==> config.mk <==
export PLATFORM = sky130hd
export DESIGN_NAME = ahfp_pipeline_delay
export DESIGN_NICKNAME = d
export VERILOG_FILES = /design/src/rtl/ahfp_pipeline_pkg.sv /design/src/rtl/ahfp_pipeline_stage.sv /design/src/rtl/ahfp_pipeline_delay.sv
export SDC_FILE = /design/constraint.sdc
export NUM_CORES = 1
export LEC_CHECK = 0
export CAP_MARGIN = 15
export CELL_PAD_IN_SITES_DETAIL_PLACEMENT = 1
export CELL_PAD_IN_SITES_GLOBAL_PLACEMENT = 1
export CORE_MARGIN = 10
export CORE_UTILIZATION = 25
export DETAILED_ROUTE_END_ITERATION = 7
export DONT_BUFFER_PORTS = 1
export PLACE_DENSITY_LB_ADDON = 0.3
export SLEW_MARGIN = 30
export SYNTH_ARGS = -nofsm -noshare
export SYNTH_HDL_FRONTEND = slang
export SYNTH_SLANG_ARGS = --single-unit
==> constraint.sdc <==
create_clock -name clk -period 19.49 [get_ports clk]
set_input_delay 3.898 -clock clk [delete_from_list [all_inputs] [get_ports clk]]
set_output_delay 3.898 -clock clk [all_outputs]
set_load 0.005 [all_outputs]
==> src/rtl/ahfp_pipeline_pkg.sv <==
// Shared constants and helpers for the AHFP delay line.
package ahfp_pipeline_pkg;

  // Defaults used when an instance does not override the parameters.
  localparam int AHFP_DEFAULT_WIDTH  = 32;
  localparam int AHFP_DEFAULT_STAGES = 10;

  // Upper bound on STAGES; also sets the width of the popcount argument.
  localparam int AHFP_MAX_STAGES = 256;

  // Effective tap depth: a selector of 0 or above the stage count
  // falls back to the full depth.
  function automatic int ahfp_clamp_depth(input int sel, input int stages);
    if ((sel >= 1) && (sel <= stages)) begin
      return sel;
    end
    return stages;
  endfunction

  // Number of set bits in a tag vector. Unused upper bits must be zero.
  function automatic int ahfp_popcount(input logic [AHFP_MAX_STAGES-1:0] bits);
    int count;
    count = 0;
    for (int i = 0; i < AHFP_MAX_STAGES; i++) begin
      if (bits[i]) begin
        count = count + 1;
      end
    end
    return count;
  endfunction

endpackage

==> src/rtl/ahfp_pipeline_stage.sv <==
// One delay-line stage: a data register plus its valid tag.
// Data moves whenever the pipeline is enabled, even with a zero tag.
// Flush clears the tag regardless of enable and beats the incoming tag.
module ahfp_pipeline_stage
  import ahfp_pipeline_pkg::*;
#(
  parameter int WIDTH = AHFP_DEFAULT_WIDTH
) (
  input  logic             clk,
  input  logic             rst_n,
  input  logic             en,
  input  logic             flush,
  input  logic             in_valid,
  input  logic [WIDTH-1:0] in_data,
  output logic             out_valid,
  output logic [WIDTH-1:0] out_data
);

  // Data register: shifts on enable, holds on stall, zero on reset.
  always_ff @(posedge clk or negedge rst_n) begin
    if (!rst_n) begin
      out_data <= '0;
    end else if (en) begin
      out_data <= in_data;
    end
  end

  // Valid tag: flush clears it, otherwise it follows data on enable.
  always_ff @(posedge clk or negedge rst_n) begin
    if (!rst_n) begin
      out_valid <= 1'b0;
    end else if (flush) begin
      out_valid <= 1'b0;
    end else if (en) begin
      out_valid <= in_valid;
    end
  end

endmodule

==> src/rtl/ahfp_pipeline_delay.sv <==
// Stallable, flushable delay line with a run-time selectable output tap.
//
// Handshake: in_valid qualifies in_data and out_valid qualifies out_data.
// There is no ready; the line accepts one word on every enabled edge and
// never back-pressures. en=0 freezes every stage together, and in_* is
// ignored while stalled.
//
// Output and inflight are combinational from the stage registers only,
// so there is no in->out combinational path for any depth setting.
// depth_sel may only change while inflight is 0 or together with flush;
// otherwise words between the old and new tap are skipped or repeated.
module ahfp_pipeline_delay
  import ahfp_pipeline_pkg::*;
#(
  parameter int WIDTH  = AHFP_DEFAULT_WIDTH,
  parameter int STAGES = AHFP_DEFAULT_STAGES,
  parameter int SEL_W  = $clog2(STAGES + 1)
) (
  input  logic             clk,
  input  logic             rst_n,
  input  logic             en,
  input  logic             flush,
  input  logic             in_valid,
  input  logic [WIDTH-1:0] in_data,
  input  logic [SEL_W-1:0] depth_sel,
  output logic             out_valid,
  output logic [WIDTH-1:0] out_data,
  output logic [SEL_W-1:0] inflight
);

  logic [WIDTH-1:0]           stage_data  [STAGES];
  logic                       stage_valid [STAGES];
  logic [AHFP_MAX_STAGES-1:0] tap_mask;
  int                         depth;

  // Stage chain: stage 0 takes the input port, each later stage takes
  // the previous one.
  for (genvar i = 0; i < STAGES; i++) begin : g_stage
    if (i == 0) begin : g_head
      ahfp_pipeline_stage #(
        .WIDTH (WIDTH)
      ) u_stage (
        .clk       (clk),
        .rst_n     (rst_n),
        .en        (en),
        .flush     (flush),
        .in_valid  (in_valid),
        .in_data   (in_data),
        .out_valid (stage_valid[i]),
        .out_data  (stage_data[i])
      );
    end else begin : g_body
      ahfp_pipeline_stage #(
        .WIDTH (WIDTH)
      ) u_stage (
        .clk       (clk),
        .rst_n     (rst_n),
        .en        (en),
        .flush     (flush),
        .in_valid  (stage_valid[i-1]),
        .in_data   (stage_data[i-1]),
        .out_valid (stage_valid[i]),
        .out_data  (stage_data[i])
      );
    end
  end

  // Effective depth after clamping out-of-range selectors.
  assign depth = ahfp_clamp_depth(int'(depth_sel), STAGES);

  // Tap mux: pick stage depth-1.
  always_comb begin
    out_data  = '0;
    out_valid = 1'b0;
    for (int i = 0; i < STAGES; i++) begin
      if (i == depth - 1) begin
        out_data  = stage_data[i];
        out_valid = stage_valid[i];
      end
    end
  end

  // Occupancy: count valid tags in the selected stages 0..depth-1.
  always_comb begin
    tap_mask = '0;
    for (int i = 0; i < STAGES; i++) begin
      if (i < depth) begin
        tap_mask[i] = stage_valid[i];
      end
    end
    inflight = SEL_W'(ahfp_popcount(tap_mask));
  end

endmodule
# Word-level counts from Yosys, hierarchy flattened
# Cells that the tools add are included.
[op_classes]
add_sub_neg = 10
order_cmp = 12
n_eq_ne = 9
n_mux = 63
reduce_logical = 3
[ops]
columns = ["op", "count"]
rows = [
  ["32-bit two-way mux", 11],
  ["4-bit by 32-bit equality test with 1-bit output, first input constant", 4],
  ["4-bit by 32-bit less-than comparator with 1-bit output, first input constant", 4],
  ["3-bit by 32-bit equality test with 1-bit output, first input constant", 2],
  ["5-bit by 32-bit equality test with 1-bit output, first input constant", 2],
  ["3-bit by 32-bit less-than comparator with 1-bit output, first input constant", 2],
  ["5-bit by 32-bit less-than comparator with 1-bit output, first input constant", 2],
  ["1-bit two-way mux", 42],
  ["4-bit two-way mux", 10],
  ["4-bit by 2-bit adder with 4-bit output, second input constant", 8],
  ["2-bit by 32-bit equality test with 1-bit output, first input constant", 1],
  ["32-bit zero test", 1],
  ["1-bit by 32-bit less-than comparator with 1-bit output, first input constant", 1],
  ["2-bit by 32-bit less-than comparator with 1-bit output, first input constant", 1],
  ["32-bit by 2-bit subtractor with 32-bit output, second input constant", 1],
  ["4-bit by 1-bit >= comparator with 1-bit output, second input constant", 1],
  ["4-bit less-or-equal comparator, second input constant", 1],
  ["1-bit by 1-bit adder with 2-bit output, second input constant", 1],
  ["2-bit nonzero test", 1],
  ["1-bit logical AND", 1],
]
[word_totals]
regBits = 330
inputBits = 41
out_inout_bits = 37
elab_cells = 117

# Depth between registers and ports, before layout
# Gate-level depths: netlist of run 1.
[logic_depth]
ltp_word = 25
ltp_mapped = 26
ltp_nobuf = 24

# Hierarchy
# A second synthesis of run 1 with hierarchy kept.
[hier_totals]
cells_unflattened = 1216
area_unflattened_um2 = 17030.1
[modules_own_cells]
columns = ["mod", "instances", "cells_per_inst", "area_per_inst_um2", "seq_area_each_um2"]
rows = [
  ["ahfp_pipeline_stage", 10, 71, 1380.1, 825.8],
  ["ahfp_pipeline_delay", 1, 506, 3229.3, 0.0],
]

# Least setup slack after synthesis of run 1
# No wires, ideal clock.
[synth_timing]
path_kind = "input to output"
start = "input depth_sel[3]"
end = "output inflight[3]"
t_arrival_ns = 9.102
required_time_ns = 15.592
setup_slack_ns = 6.490
stages = 25
path_buffers = 3
cell_sequence = "buf_6 > or2_4 > buf_4 > o21ai_0 > inv_1 > ha_1 > buf_1 > nor3b_1 > a311oi_1 > nand4_1 > o21a_1 > ha_1 > xnor3_1 > o221ai_1 > ha_1 > xnor2_1 > a22oi_2 > nand2_1 > ha_1 > or3_1 > a2111oi_0 > nor4_1 > nand4_1 > o21ai_2 > xnor2_1"
[synth_via]
elab_chain_cells = 25
elab_cells_between_ends = 45
cone_classes = "add/sub (9); order compare (12); mux (23); reduce/logical (1)"
[synth_rtl]
columns = ["element", "line_no", "rtl"]
rows = [
  ["start: declaration", "ahfp_pipeline_delay.sv:25", "input logic [SEL_W-1:0] depth_sel,"],
  ["4-bit by 1-bit >= comparator with 1-bit output or 4-bit less-or-equal comparator (tied branches)", "ahfp_pipeline_pkg.sv:14", "if ((sel >= 1) && (sel <= stages)) begin"],
  ["1-bit logical AND", "ahfp_pipeline_pkg.sv:14", ""],
  ["4-bit two-way mux or 1-bit two-way mux (tied branches)", "ahfp_pipeline_pkg.sv:14", ""],
  ["32-bit two-way mux (*)", "ahfp_pipeline_pkg.sv:17", "return stages;"],
  ["1-bit by 32-bit less-than comparator with 1-bit output", "ahfp_pipeline_delay.sv:87", "if (i < depth) begin"],
  ["1-bit two-way mux", "ahfp_pipeline_delay.sv:87", ""],
  ["1-bit two-way mux", "ahfp_pipeline_pkg.sv:25", "if (bits[i]) begin"],
  ["1-bit by 1-bit adder with 2-bit output", "ahfp_pipeline_pkg.sv:26", "count = count + 1;"],
  ["(+9 left out)", "n/a", ""],
  ["4-bit by 2-bit adder with 4-bit output", "ahfp_pipeline_pkg.sv:26", ""],
  ["4-bit two-way mux", "ahfp_pipeline_pkg.sv:25", ""],
  ["4-bit by 2-bit adder with 4-bit output", "ahfp_pipeline_pkg.sv:26", ""],
  ["4-bit two-way mux", "ahfp_pipeline_pkg.sv:25", ""],
  ["4-bit by 2-bit adder with 4-bit output", "ahfp_pipeline_pkg.sv:26", ""],
  ["4-bit two-way mux", "ahfp_pipeline_pkg.sv:25", ""],
  ["4-bit by 2-bit adder with 4-bit output", "ahfp_pipeline_pkg.sv:26", ""],
  ["4-bit two-way mux (*)", "ahfp_pipeline_pkg.sv:25", ""],
  ["end: declaration", "ahfp_pipeline_delay.sv:28", "output logic [SEL_W-1:0] inflight"],
]
# Mark *: on every way between the ends. The rest lies on a longest branch, timed or not.

# Worst setup path in the final report of run 1
# Same ends and word-level chain as after synthesis.

==> results of run 1 <==
## critical path, stage by stage
cell       delay, ns
or2_4           0.29
o21ai_0         0.34
inv_1           0.11
ha_1            0.57
xor2_1          0.14
a311oi_1        0.28
nand4_1         0.18
o21a_1          0.20
ha_1            0.35
xnor3_1         0.35
o221ai_1        0.28
ha_1            0.30
xnor2_1         0.14
a22oi_2         0.25
nand2_1         0.11
ha_1            0.31
or3_1           0.40
a2111oi_0       0.50
nor4_1          0.12
nand4_1         0.15
o21ai_2         0.07
xnor2_1         0.19
## worst max path at each step
stage / startpoint / to / slack [ns] / cells after the start
final: depth_sel[3] / inflight[3] / 6.03 / 22
after global routing: depth_sel[3] / inflight[3] / 5.32 / 22
after CTS: depth_sel[3] / inflight[3] / 5.99 / 22
after detailed placement: depth_sel[3] / inflight[3] / 6.01 / 22
after global placement: depth_sel[3] / inflight[3] / 6.17 / 22
after floorplan: depth_sel[3] / inflight[3] / 6.49 / 25
## state kept, by name, indices dropped and copies added, names as in the netlist
signal / cells
g_stage.g_body.u_stage.out_data: 288
g_stage.g_head.u_stage.out_data: 32
g_stage.g_body.u_stage.out_valid: 9
g_stage.g_head.u_stage.out_valid: 1
## power breakdown
| group | total, µW | internal [µW] | leakage [µW] | switching [µW] |
|---|---|---|---|---|
| Sequential | 1040 | 895 | 0.00393 | 143 |
| Clock | 716 | 425 | 0.000617 | 291 |
| Combinational | 297 | 190 | 0.00258 | 107 |
| Total | 2050 | 1510 | 0.00712 | 541 |
## cell type report
type	count	area [µm²]	area share [%]
multi-input cells	799	6900	39.3
clock inverters	8	83.8	0.477
clock buffers	59	1160	6.62
repair buffers	11	82.6	0.470
flip-flops and latches	330	8260	47.0
well taps	837	1050	5.96
inverters	8	30.0	0.171
## cell usage after synthesis, drive strengths merged (3+ instances only)
| master | number |
|---|---|
| o21ai | 53 |
| nand2 | 69 |
| ha | 11 |
| nand3 | 41 |
| a21oi | 3 |
| nor3 | 7 |
| nor3b | 4 |
| nand2b | 3 |
| clkbuf | 73 |
| xnor2 | 15 |
| inv | 8 |
| a22oi | 123 |
| a221oi | 7 |
| nand4 | 32 |
| xnor3 | 4 |
| dfrtp | 330 |
| or3 | 4 |
| nor2 | 26 |
| nor2b | 4 |
| mux2 | 321 |
| nor4 | 3 |
| o211ai | 3 |
| o21a | 5 |
| xor2 | 7 |
| nand3b | 3 |
| or2 | 4 |
| and3 | 4 |
| buf | 13 |
| mux2i | 13 |
## layer usage
layer / vias up / GRT usage (%)
met5: - / 0
met4: 2 / 3.66
met3: 65 / 2.12
met2: 136 / 18.7
met1: 5215 / 14.8
li1: 4468 / -
## through the flow
step	instance area (µm²)	total power [µW]
after floorplan	15500	1260
after global placement	16300	1330
after detailed placement	16300	1360
after CTS	17600	2090
after global routing	17600	2180
final	17600	2050
## kinds of logic after synthesis
logic type               synth area share, %
AND/OR/NAND/NOR                         7.02
AO/OA/AOI/OAI                           10.0
multiplexers                            24.2
XOR/XNOR                                2.08
buffers and inverters                   2.61
flip-flops                              53.2
adder cells (fa/ha/maj)                0.887
==> out/summary.txt, run 1 <==
RUN STATUS
------------------------------------------------------------------------------------------------------
Run status                                                                                finished, final reports clean

CRITICAL PATH
------------------------------------------------------------------------------------------------------
Worst R2R Path Depth                                                                                 2
Endpoint class of the critical path                                                        output port
Startpoint type of the worst setup path                                                   primary input
Required time of the critical path                                                            15.59 ns
Kind of critical path                                                                        in -> out
Worst reg2reg path endpoint                                                               g_stage[3].g_body.u_stage.out_valid
Source of the worst register-to-register timing path                                      g_stage[2].g_body.u_stage.out_valid
Critical Path Fanout Max                                                                            12
Data arrival at the endpoint of the critical path                                              9.57 ns
Register-to-register setup slack                                                              18.49 ns

TIMING
------------------------------------------------------------------------------------------------------
Max frequency                                                                                 74.3 MHz
Worst relative slew slack                                                                        46.2%
Total of endpoints with negative setup slack in the final report                                     0
Setup repair after global routing missed its margin                                                 no
Transition time of the tightest slew-check pin                                                0.807 ns
Number of slew-limit violations in the final report                                                  0
Worst Hold Slack                                                                              0.505 ns
Clk_skew                                                                                     0.0302 ns
Final TNS setup                                                                                   0 ns
Hold violation total from the final report                                                           0
Minimum clock period                                                                          13.46 ns
Smallest setup slack after layout                                                              6.03 ns
Fin crit share                                                                                   69.1%

YOSYS
------------------------------------------------------------------------------------------------------
Number of flops mapped to enable cells by yosys                                                      0
Cell area after synthesis                                                                   0.0155 mm²
Number of cells produced by synthesis                                                             1223
Cell types with the largest area share after synthesis                                    dfrtp_1, mux2_2, a22oi_1, clkbuf_1, nand2_1
Post-synth top flop                                                                            dfrtp_1
Yosys top cell area share                                                                        53.2%
Library cells used by synthesis                                                                     70
Flops & latches, synth                                                                             330
Syn_nets                                                                                          1275
Mean instance size in the synthesized netlist                                                 12.7 µm²
Total number of yosys warnings                                                                       0
Share of the yosys chip area belonging to registers                                              53.2%
Async set or reset register ratio after synthesis                                                 100%
Most area-hungry cell type in the Yosys netlist                                                dfrtp_1

ROUTE
------------------------------------------------------------------------------------------------------
Highest metal layer used by the detailed router                                                   met5
Avg Vias per Cell                                                                                 4.82
Via Count                                                                                         9886
Routed length on met3                                                                          1.54 mm
DR pass1 iterations                                                                                  4
DR iter-0 viols                                                                                    477
Final routed wirelength across all metal layers                                                40.7 mm
DRC violations left                                                                                  0
Antenna Violating Nets Remaining                                                                     0
Drt wl/cell                                                                                    19.8 µm
Met2 wire len                                                                                  19.5 mm
Total routed wire length on the met1 layer                                                     18.8 mm

CLOCK NETWORK
------------------------------------------------------------------------------------------------------
TritonCTS clock tree                                                                              done
Insertion delay to the later sink of the worst-skew pair                                       0.57 ns
Max Root-Sink Buffers                                                                                3
Number of hold-repair buffers added at the cts stage                                                 0
Clock Sink Count                                                                                   330
Clock transition at the register clock pins on the worst setup and hold paths after CTS        0.06 ns
CTS H-tree lvls                                                                                      2
CTS root buf                                                                                 clkbuf_16
Total CTS buffers                                                                                   39
Post-CTS Repair Setup Buffers                                                                        0
CTS-repair resized insts                                                                             0

FLOORPLAN
------------------------------------------------------------------------------------------------------
Core Box Area                                                                               0.0616 mm²
Die area                                                                                    0.0724 mm²
Die W                                                                                           269 µm
Number of placed I/O pins                                                                           78
Std-Cell Rows                                                                                       91
Effective utilization at floorplan                                                               25.2%
Die height                                                                                      269 µm

FINISH
------------------------------------------------------------------------------------------------------
Filler-free cell count of the finished design                                                     2052
Fraction of the core area covered by cells at the end of the flow                                28.5%
ANT cells                                                                                            0
Leading cell types in the layout, fill and taps excluded                                  dfrtp_1, mux2_2, a22oi_1
Most frequent standard cell in the layout excluding fill and tap cells                         dfrtp_1
Fraction of layout instances using a drive strength above 1                                      34.5%
Filler Cell Count                                                                                 6654
Final-stage net count                                                                             1241
Layout area overhead                                                                             13.3%

PLACEMENT
------------------------------------------------------------------------------------------------------
Half-perimeter wire length of the detailed placement result                                    23.1 mm
Final weighted congestion in routability-driven placement                                        0.749
Placed Instances                                                                                  1985
Count of port buffers added during placement                                                         0
Setup slack after placement                                                                    6.01 ns

MIN PATH
------------------------------------------------------------------------------------------------------
Capture endpoint of the worst hold path                                                   g_stage[3].g_body.u_stage.out_data[18]
Hold path startpoint                                                                      g_stage[2].g_body.u_stage.out_data[18]
Path class of the lowest-slack min-delay path                                               reg -> reg
Hold-critical path depth                                                                             1

GRT
------------------------------------------------------------------------------------------------------
Largest net degree at the start of global routing                                                  331
Via count of the first global-routing pass                                                       10576
Global-route wire length before repair                                                         64.1 mm
Global route total overflow                                                                          0
Overall global routing resource usage                                                            11.3%
Initial antenna violation count                                                                      5

PWR
------------------------------------------------------------------------------------------------------
Leak                                                                                        0.00712 µW
Power density cells                                                                         117 mW/mm²
Maximum vdd drop                                                                             0.0784 mV

RUN
------------------------------------------------------------------------------------------------------
Number of max-capacitance violations reported                                                        0

Power figures use the tool's default switching activity.
==> run 2, diff against run 1 <==
==> constraint.sdc (replaced) <==
create_clock -name clk -period 12.2 [get_ports clk]
set_input_delay 2.44 -clock clk [delete_from_list [all_inputs] [get_ports clk]]
set_output_delay 2.44 -clock clk [all_outputs]
set_load 0.005 [all_outputs]
==> run 2 against run 1 <==
  * Total power is 59% higher
  * Largest cell class unchanged
  * Design area about the same
  * Via count up 0.36%
  * Global-route usage fell by 0.059 points
  * Utilization barely moved
  * Count of clock-buffer cells in the layout is 3 higher
  * Sequential share of layout area about the same
  * Critical path depth unchanged
  * First-iteration DRC count grew 24%
  * Die area stayed put
==> out/summary.txt, run 2 (same netlist as run 1, synthesis figures left out) <==
RUN STATUS
------------------------------------------------------------------------------------------------------
Run status                                                                                finished, final reports clean

GRT
------------------------------------------------------------------------------------------------------
Overall global routing resource usage                                                            11.3%   -0.059 points
Largest net degree at the start of global routing                                                  331   unchanged
Global route total overflow                                                                          0   unchanged
Global-route wire length before repair                                                         64.1 mm   about the same
Via count of the first global-routing pass                                                       10684   +1.0%
Initial antenna violation count                                                                      5   unchanged

CRITICAL PATH
------------------------------------------------------------------------------------------------------
Required time of the critical path                                                             9.76 ns   -5.83 ns
Kind of critical path                                                                        in -> out
CP max stage cell                                                                                 ha_1
Startpoint type of the worst setup path                                                   primary input
Critical Path Fanout Max                                                                            12   unchanged
Register-to-register setup slack                                                              11.21 ns   -7.28 ns
List of cells traversed by the critical path                                              or2_4, o21ai_0, inv_1, ha_1, xor2_1, a311oi_1, nand4_1, o21a_1, ha_1, xnor3_1, o221ai_1, ha_1, xnor2_1, a22oi_2, nand2_1, ha_1, or3_1, a2111oi_0, nor4_1, nand4_1, o21ai_2, xnor2_1
Count of buffering cells on the critical path with inverters included                                1   unchanged
Cell class contributing the biggest share of worst-path delay                             compound AO/OA/AOI/OAI gates
Endpoint class of the critical path                                                        output port
Dominant cell type by count on the critical path                                                  ha_1
Maximum single-stage delay on the critical path                                                0.47 ns   -0.10 ns
Data arrival at the endpoint of the critical path                                              8.10 ns   -1.47 ns

FLOORPLAN
------------------------------------------------------------------------------------------------------
Number of placed I/O pins                                                                           78   unchanged
Effective utilization at floorplan                                                               25.2%   unchanged
Core Box Area                                                                               0.0616 mm²   unchanged
Std-Cell Rows                                                                                       91   unchanged
Die W                                                                                           269 µm   unchanged
Die height                                                                                      269 µm   unchanged
Die area                                                                                    0.0724 mm²   unchanged

TIMING
------------------------------------------------------------------------------------------------------
Setup repair after global routing missed its margin                                                 no
Worst relative slew slack                                                                        38.9%   -7.2 points
Minimum clock period                                                                          10.54 ns
Number of slew-limit violations in the final report                                                  0   unchanged
Final TNS setup                                                                                   0 ns   unchanged
Total of endpoints with negative setup slack in the final report                                     0   unchanged
Hold violation total from the final report                                                           0   unchanged
Smallest setup slack after layout                                                              1.66 ns   -4.37 ns
Max frequency                                                                                 94.9 MHz
Transition time of the tightest slew-check pin                                                0.916 ns   +0.109 ns
Clk_skew                                                                                     0.0110 ns   -0.0192 ns
Fin crit share                                                                                   86.4%

PWR
------------------------------------------------------------------------------------------------------
Maximum vdd drop                                                                             0.0984 mV   +26%
Leak                                                                                        0.00712 µW   about the same
Power density cells                                                                         186 mW/mm²   +59%

FINISH
------------------------------------------------------------------------------------------------------
Layout area overhead                                                                             13.2%   about the same
Largest regs                                                                              g_stage.g_body.u_stage.out_data (288), g_stage.g_head.u_stage.out_data (32), g_stage.g_body.u_stage.out_valid (9)
ANT cells                                                                                            0   unchanged
Register name with the most flops                                                         g_stage.g_body.u_stage.out_data
Final-stage net count                                                                             1243   +0.16%
Number of flip-flops in the largest register                                                       288   unchanged
Most frequent standard cell in the layout excluding fill and tap cells                         dfrtp_1
Fraction of layout instances using a drive strength above 1                                      34.4%   -0.11 points
Leading cell types in the layout, fill and taps excluded                                  dfrtp_1, mux2_2, a22oi_1
Filler-free cell count of the finished design                                                     2053   +0.049%

MIN PATH
------------------------------------------------------------------------------------------------------
Path class of the lowest-slack min-delay path                                               reg -> reg

CLOCK NETWORK
------------------------------------------------------------------------------------------------------
Clock transition at the register clock pins on the worst setup and hold paths after CTS        0.05 ns   about the same
Max Root-Sink Buffers                                                                                3   unchanged
CTS root buf                                                                                 clkbuf_16
Insertion delay to the later sink of the worst-skew pair                                       0.55 ns   -0.02 ns
CTS H-tree lvls                                                                                      2   unchanged
Number of hold-repair buffers added at the cts stage                                                 0   unchanged
TritonCTS clock tree                                                                              done
Clock Sink Count                                                                                   330   unchanged
Total CTS buffers                                                                                   41   +5.1%
CTS-repair resized insts                                                                             0   unchanged
Post-CTS Repair Setup Buffers                                                                        0   unchanged

ROUTE
------------------------------------------------------------------------------------------------------
Avg Vias per Cell                                                                                 4.83   +0.32%
Drt wl/cell                                                                                    19.7 µm   -0.36%
DR pass1 iterations                                                                                  5   +1
Final routed wirelength across all metal layers                                                40.5 mm   -0.31%
Via Count                                                                                         9922   +0.36%
DRC violations left                                                                                  0   unchanged
DR iter-0 viols                                                                                    593   +24%
Antenna Violating Nets Remaining                                                                     0   unchanged

PLACEMENT
------------------------------------------------------------------------------------------------------
Final weighted congestion in routability-driven placement                                        0.751   +0.36%
Half-perimeter wire length of the detailed placement result                                    23.0 mm   -0.67%
Setup slack after placement                                                                    1.67 ns   -4.33 ns
Placed Instances                                                                                  1985   unchanged
Count of port buffers added during placement                                                         0   unchanged

RUN
------------------------------------------------------------------------------------------------------
Number of max-capacitance violations reported                                                        0   unchanged

-- run 2: cell types whose count changed in the layout (fill, tap and decap cells not counted) --
cell      delta
clkbuf_1     +2
clkbuf_8     +1
inv_16       -1
inv_6        -1
-- run 2: stage by stage --
step                      hold WS (ns)  instance area, µm²  utilization [%]  total power [µW]
after detailed placement         0.496               16300             26.5              2160
after floorplan                  0.481               15500                -              2020
after global placement           0.489               16300             26.5              2130
after global routing             0.525               17600             28.5              3480
final                            0.504               17600             28.5              3270
after CTS                        0.508               17600             28.5              3330
-- run 2: worst paths after layout --
kind	start	end	cells after the start
min in group asynchronous	rst_n	g_stage[7].g_body.u_stage.out_data[13]	0
setup reg to reg	g_stage[2].g_body.u_stage.out_valid	g_stage[3].g_body.u_stage.out_valid	2
max in group asynchronous	rst_n	g_stage[6].g_body.u_stage.out_data[2]	0
hold reg to reg	g_stage[9].g_body.u_stage.out_data[22]	g_stage[9].g_body.u_stage.out_data[22]	1
hold / removal	g_stage[9].g_body.u_stage.out_data[22]	g_stage[9].g_body.u_stage.out_data[22]	1
setup / recovery	depth_sel[3]	inflight[3]	22
-- run 2: report_power, final --
part           switching, µW  total, µW  internal, µW
Clock                    453       1140           684
Sequential               228       1660          1430
Combinational            170        475           304
-- run 2: final cells by class --
type | instances | area [µm²]
Multi-Input combinational cell | 799 | 6900
Clock buffer | 62 | 1180
Timing Repair Buffer | 11 | 82.6
Tap cell | 837 | 1050
Inverter | 8 | 30.0
Sequential cell | 330 | 8260
Fill cell | 6728 | 44000
Clock inverter | 6 | 55.1
-- run 2: layer usage --
layer	track usage [%]	up-vias	routed length, µm
met2	18.3	138	19200
met5	0	-	11
met3	2.44	66	1730
li1	-	4476	-
met4	2.84	2	793
met1	15.0	5240	18800
==> run 3, diff against run 2 <==
--- a/config.mk
+++ b/config.mk
@@ -5,6 +5,7 @@
 export SDC_FILE = /design/constraint.sdc
 export NUM_CORES = 1
 export LEC_CHECK = 0
+export ABC_AREA = 1
 export CAP_MARGIN = 15
 export CELL_PAD_IN_SITES_DETAIL_PLACEMENT = 1
 export CELL_PAD_IN_SITES_GLOBAL_PLACEMENT = 1
@@ -13,6 +14,7 @@
 export DETAILED_ROUTE_END_ITERATION = 7
 export DONT_BUFFER_PORTS = 1
 export PLACE_DENSITY_LB_ADDON = 0.3
+export SKIP_LAST_GASP = 1
 export SLEW_MARGIN = 30
 export SYNTH_ARGS = -nofsm -noshare
 export SYNTH_HDL_FRONTEND = slang
==> run 3 against run 2 <==
  * Critical path depth is 11 higher
  * Non-clock buffer count is 1 lower
  * Die area is 0.17% lower
  * Design area is 0.50% higher
  * Critical endpoint is now inflight[1]
  * Cell count is 33% higher
  * Largest cell class unchanged
  * Clock skew is 0.0029 ns higher
  * Via count is 27% higher
  * First-iteration DRC count is 27% higher
  * Largest power group unchanged
==> out/summary.txt, run 3 <==
RUN STATUS
------------------------------------------------------------------------------------------------------
Run status                                                                                finished, final reports clean

GRT
------------------------------------------------------------------------------------------------------
Global-route wire length before repair                                                         75.5 mm   +18%
Overall global routing resource usage                                                            13.1%   +1.8 points
Largest net degree at the start of global routing                                                  361   +9.1%
Initial antenna violation count                                                                      4   -1
Global route total overflow                                                                          0   unchanged
Via count of the first global-routing pass                                                       13493   +26%

YOSYS
------------------------------------------------------------------------------------------------------
Flops & latches, synth                                                                             330   unchanged
Total number of yosys warnings                                                                       0   unchanged
Cell types with the largest area share after synthesis                                    dfrtp_1, nand2_1, o21ai_0, inv_1, nand3_1
Synth top cells by count                                                                  nand2_1, dfrtp_1, o21ai_0
Cell area after synthesis                                                                   0.0155 mm²   -0.19%
Number of flops mapped to enable cells by yosys                                                      0   unchanged
Post-synth top flop                                                                            dfrtp_1
Library cells used by synthesis                                                                     34   -51%
Number of cells produced by synthesis                                                             1955   +60%
Async set or reset register ratio after synthesis                                                 100%   unchanged
Mean instance size in the synthesized netlist                                                 7.92 µm²   -38%
Most frequent cell after synthesis                                                             nand2_1
Most area-hungry cell type in the Yosys netlist                                                dfrtp_1
Yosys top cell area share                                                                        53.3%   +0.099 points
Syn_nets                                                                                          2007   +57%
Share of the yosys chip area belonging to registers                                              53.3%   +0.099 points

ROUTE
------------------------------------------------------------------------------------------------------
DR pass1 iterations                                                                                  4   -1
Via Count                                                                                        12637   +27%
DRC violations left                                                                                  0   unchanged
Avg Vias per Cell                                                                                 4.64   -3.9%
Antenna Violating Nets Remaining                                                                     0   unchanged
Final routed wirelength across all metal layers                                                47.1 mm   +16%
DR iter-0 viols                                                                                    751   +27%
Drt wl/cell                                                                                    17.3 µm   -12%

FINISH
------------------------------------------------------------------------------------------------------
Layout area overhead                                                                             14.0%
Number of flip-flops in the largest register                                                       288   unchanged
Leading cell types in the layout, fill and taps excluded                                  nand2_1, dfrtp_1, o21ai_0
Final-stage net count                                                                             1952   +57%
Fraction of layout instances using a drive strength above 1                                      6.74%   -28 points
Most frequent standard cell in the layout excluding fill and tap cells                         nand2_1
Largest regs                                                                              g_stage.g_body.u_stage.out_data (288), g_stage.g_head.u_stage.out_data (32), g_stage.g_body.u_stage.out_valid (9)
Register name with the most flops                                                         g_stage.g_body.u_stage.out_data

CLOCK NETWORK
------------------------------------------------------------------------------------------------------
CTS root buf                                                                                 clkbuf_16
Insertion delay to the later sink of the worst-skew pair                                       0.53 ns   -0.02 ns
CTS-repair resized insts                                                                             0   unchanged
TritonCTS clock tree                                                                              done
Post-CTS Repair Setup Buffers                                                                        0   unchanged
Clock transition at the register clock pins on the worst setup and hold paths after CTS        0.06 ns   about the same
Number of hold-repair buffers added at the cts stage                                                 0   unchanged
Total CTS buffers                                                                                   37   -9.8%
Clock Sink Count                                                                                   330   unchanged
CTS H-tree lvls                                                                                      2   unchanged
Max Root-Sink Buffers                                                                                3   unchanged

MIN PATH
------------------------------------------------------------------------------------------------------
Path class of the lowest-slack min-delay path                                               reg -> reg
Hold-critical path depth                                                                             2   +1

CRITICAL PATH
------------------------------------------------------------------------------------------------------
Endpoint class of the critical path                                                        output port
Launch point of the worst path                                                            depth_sel[0]
Startpoint type of the worst setup path                                                   primary input
Worst R2R Path Depth                                                                                 2   unchanged
Required time of the critical path                                                             9.76 ns   about the same
CP max stage cell                                                                                 ha_1
Critical Path Fanout Max                                                                             6   -6
Source of the worst register-to-register timing path                                      g_stage[2].g_body.u_stage.out_valid
Critical path capture point                                                                inflight[1]
Register-to-register setup slack                                                              11.28 ns   +0.07 ns
Maximum single-stage delay on the critical path                                                0.31 ns   -0.16 ns
Kind of critical path                                                                        in -> out
Dominant cell type by count on the critical path                                               nand2_1
Worst reg2reg path endpoint                                                               g_stage[2].g_body.u_stage.out_valid
Data arrival at the endpoint of the critical path                                              6.98 ns   -1.12 ns

FLOORPLAN
------------------------------------------------------------------------------------------------------
Std-Cell Rows                                                                                       91   unchanged
Die area                                                                                    0.0723 mm²   -0.17%
Effective utilization at floorplan                                                               25.2%   about the same
Die height                                                                                      269 µm   about the same
Die W                                                                                           269 µm   about the same
Number of placed I/O pins                                                                           78   unchanged
Core Box Area                                                                               0.0615 mm²   -0.18%

TIMING
------------------------------------------------------------------------------------------------------
Final TNS setup                                                                                   0 ns   unchanged
Number of slew-limit violations in the final report                                                  0   unchanged
Transition time of the tightest slew-check pin                                                 1.23 ns   +0.315 ns
Worst Hold Slack                                                                              0.470 ns   -0.0342 ns
Fin crit share                                                                                   77.2%   -9.2 points
Hold violation total from the final report                                                           0   unchanged
Worst relative slew slack                                                                        17.9%   -21 points
Clk_skew                                                                                     0.0139 ns   +0.00287 ns
Setup repair after global routing missed its margin                                                 no
Total of endpoints with negative setup slack in the final report                                     0   unchanged
Minimum clock period                                                                           9.42 ns   -1.12 ns
Max frequency                                                                                  106 MHz   +12%

PLACEMENT
------------------------------------------------------------------------------------------------------
Half-perimeter wire length of the detailed placement result                                    29.3 mm   +27%
Final weighted congestion in routability-driven placement                                        0.772   +2.7%
Count of port buffers added during placement                                                         0   unchanged

PWR
------------------------------------------------------------------------------------------------------
Leak                                                                                        0.00857 µW   +20%
Power density cells                                                                         164 mW/mm²   -12%
Total power                                                                                    2900 µW   -11%
Maximum vdd drop                                                                              0.116 mV   +17%

RUN
------------------------------------------------------------------------------------------------------
Number of max-capacitance violations reported                                                        0   unchanged

-- run 3: report_power, final --
| group | switching [µW] | internal [µW] | leakage, µW |
|---|---|---|---|
| clock | 474 | 811 | 0.000695 |
| sequential | 97.4 | 1240 | 0.00426 |
| combinational | 183 | 92.4 | 0.00362 |
| total | 754 | 2150 | 0.00857 |
-- run 3: cell type report --
type	count	area, µm²
fill	7290	43800
sequential	330	8260
clock buffer	48	1070
multi-input combinational	1348	6210
tap	790	988
inverter	173	663
timing repair buffer	10	119
clock inverter	20	335
antenna	2	5.00
-- run 3: kinds of logic after synthesis --
| kind of cell | Yosys count | synth area share (%) |
|---|---|---|
| AO/OA/AOI/OAI | 297 | 10.7 |
| XOR/XNOR | 3 | 0.218 |
| adder cells (fa/ha/maj) | 11 | 0.889 |
| buffers and inverters | 277 | 6.80 |
| flip-flops | 330 | 53.3 |
| AND/OR/NAND/NOR | 1037 | 28.0 |
-- run 3: critical path: cells and delay by family --
kind,cells,cell delay [ns]
AO/OA/AOI/OAI,2,0.35
adder cells (fa/ha/maj),5,1.45
buffers and inverters,6,0.46
AND/OR/NAND/NOR,20,2.26
-- run 3: worst min path at each step --
stage | start | endpoint | slack (ns)
floorplan | g_stage[9].g_body.u_stage.out_data[0] | g_stage[9].g_body.u_stage.out_data[0] | 0.44
global placement | g_stage[9].g_body.u_stage.out_data[2] | g_stage[9].g_body.u_stage.out_data[2] | 0.45
detailed placement | g_stage[9].g_body.u_stage.out_data[12] | g_stage[9].g_body.u_stage.out_data[12] | 0.46
CTS | g_stage[9].g_body.u_stage.out_data[12] | g_stage[9].g_body.u_stage.out_data[12] | 0.47
global route | g_stage[9].g_body.u_stage.out_data[17] | g_stage[9].g_body.u_stage.out_data[17] | 0.49
finish | g_stage[9].g_body.u_stage.out_data[4] | g_stage[9].g_body.u_stage.out_data[4] | 0.47
-- run 3: stage by stage --
stage          cells  area, µm²  utilization, %  setup slack, ns
2_1_floorplan   1955      15500               -             3.25
3_3_place_gp    2649      16200            26.3             2.83
3_5_place_dp    2651      16200            26.4             2.77
4_1_cts         2719      17600            28.7             2.76
5_1_grt         2721      17600            28.7             2.36
6_report        2721      17600            28.7             2.78
-- run 3: per-layer routing --
metal,wire (µm),vias up,global-route usage (%)
li1,-,6125,-
met1,20800,6363,15.8
met2,24400,95,24.1
met3,1100,54,1.82
met4,749,0,3.01
met5,0,-,0
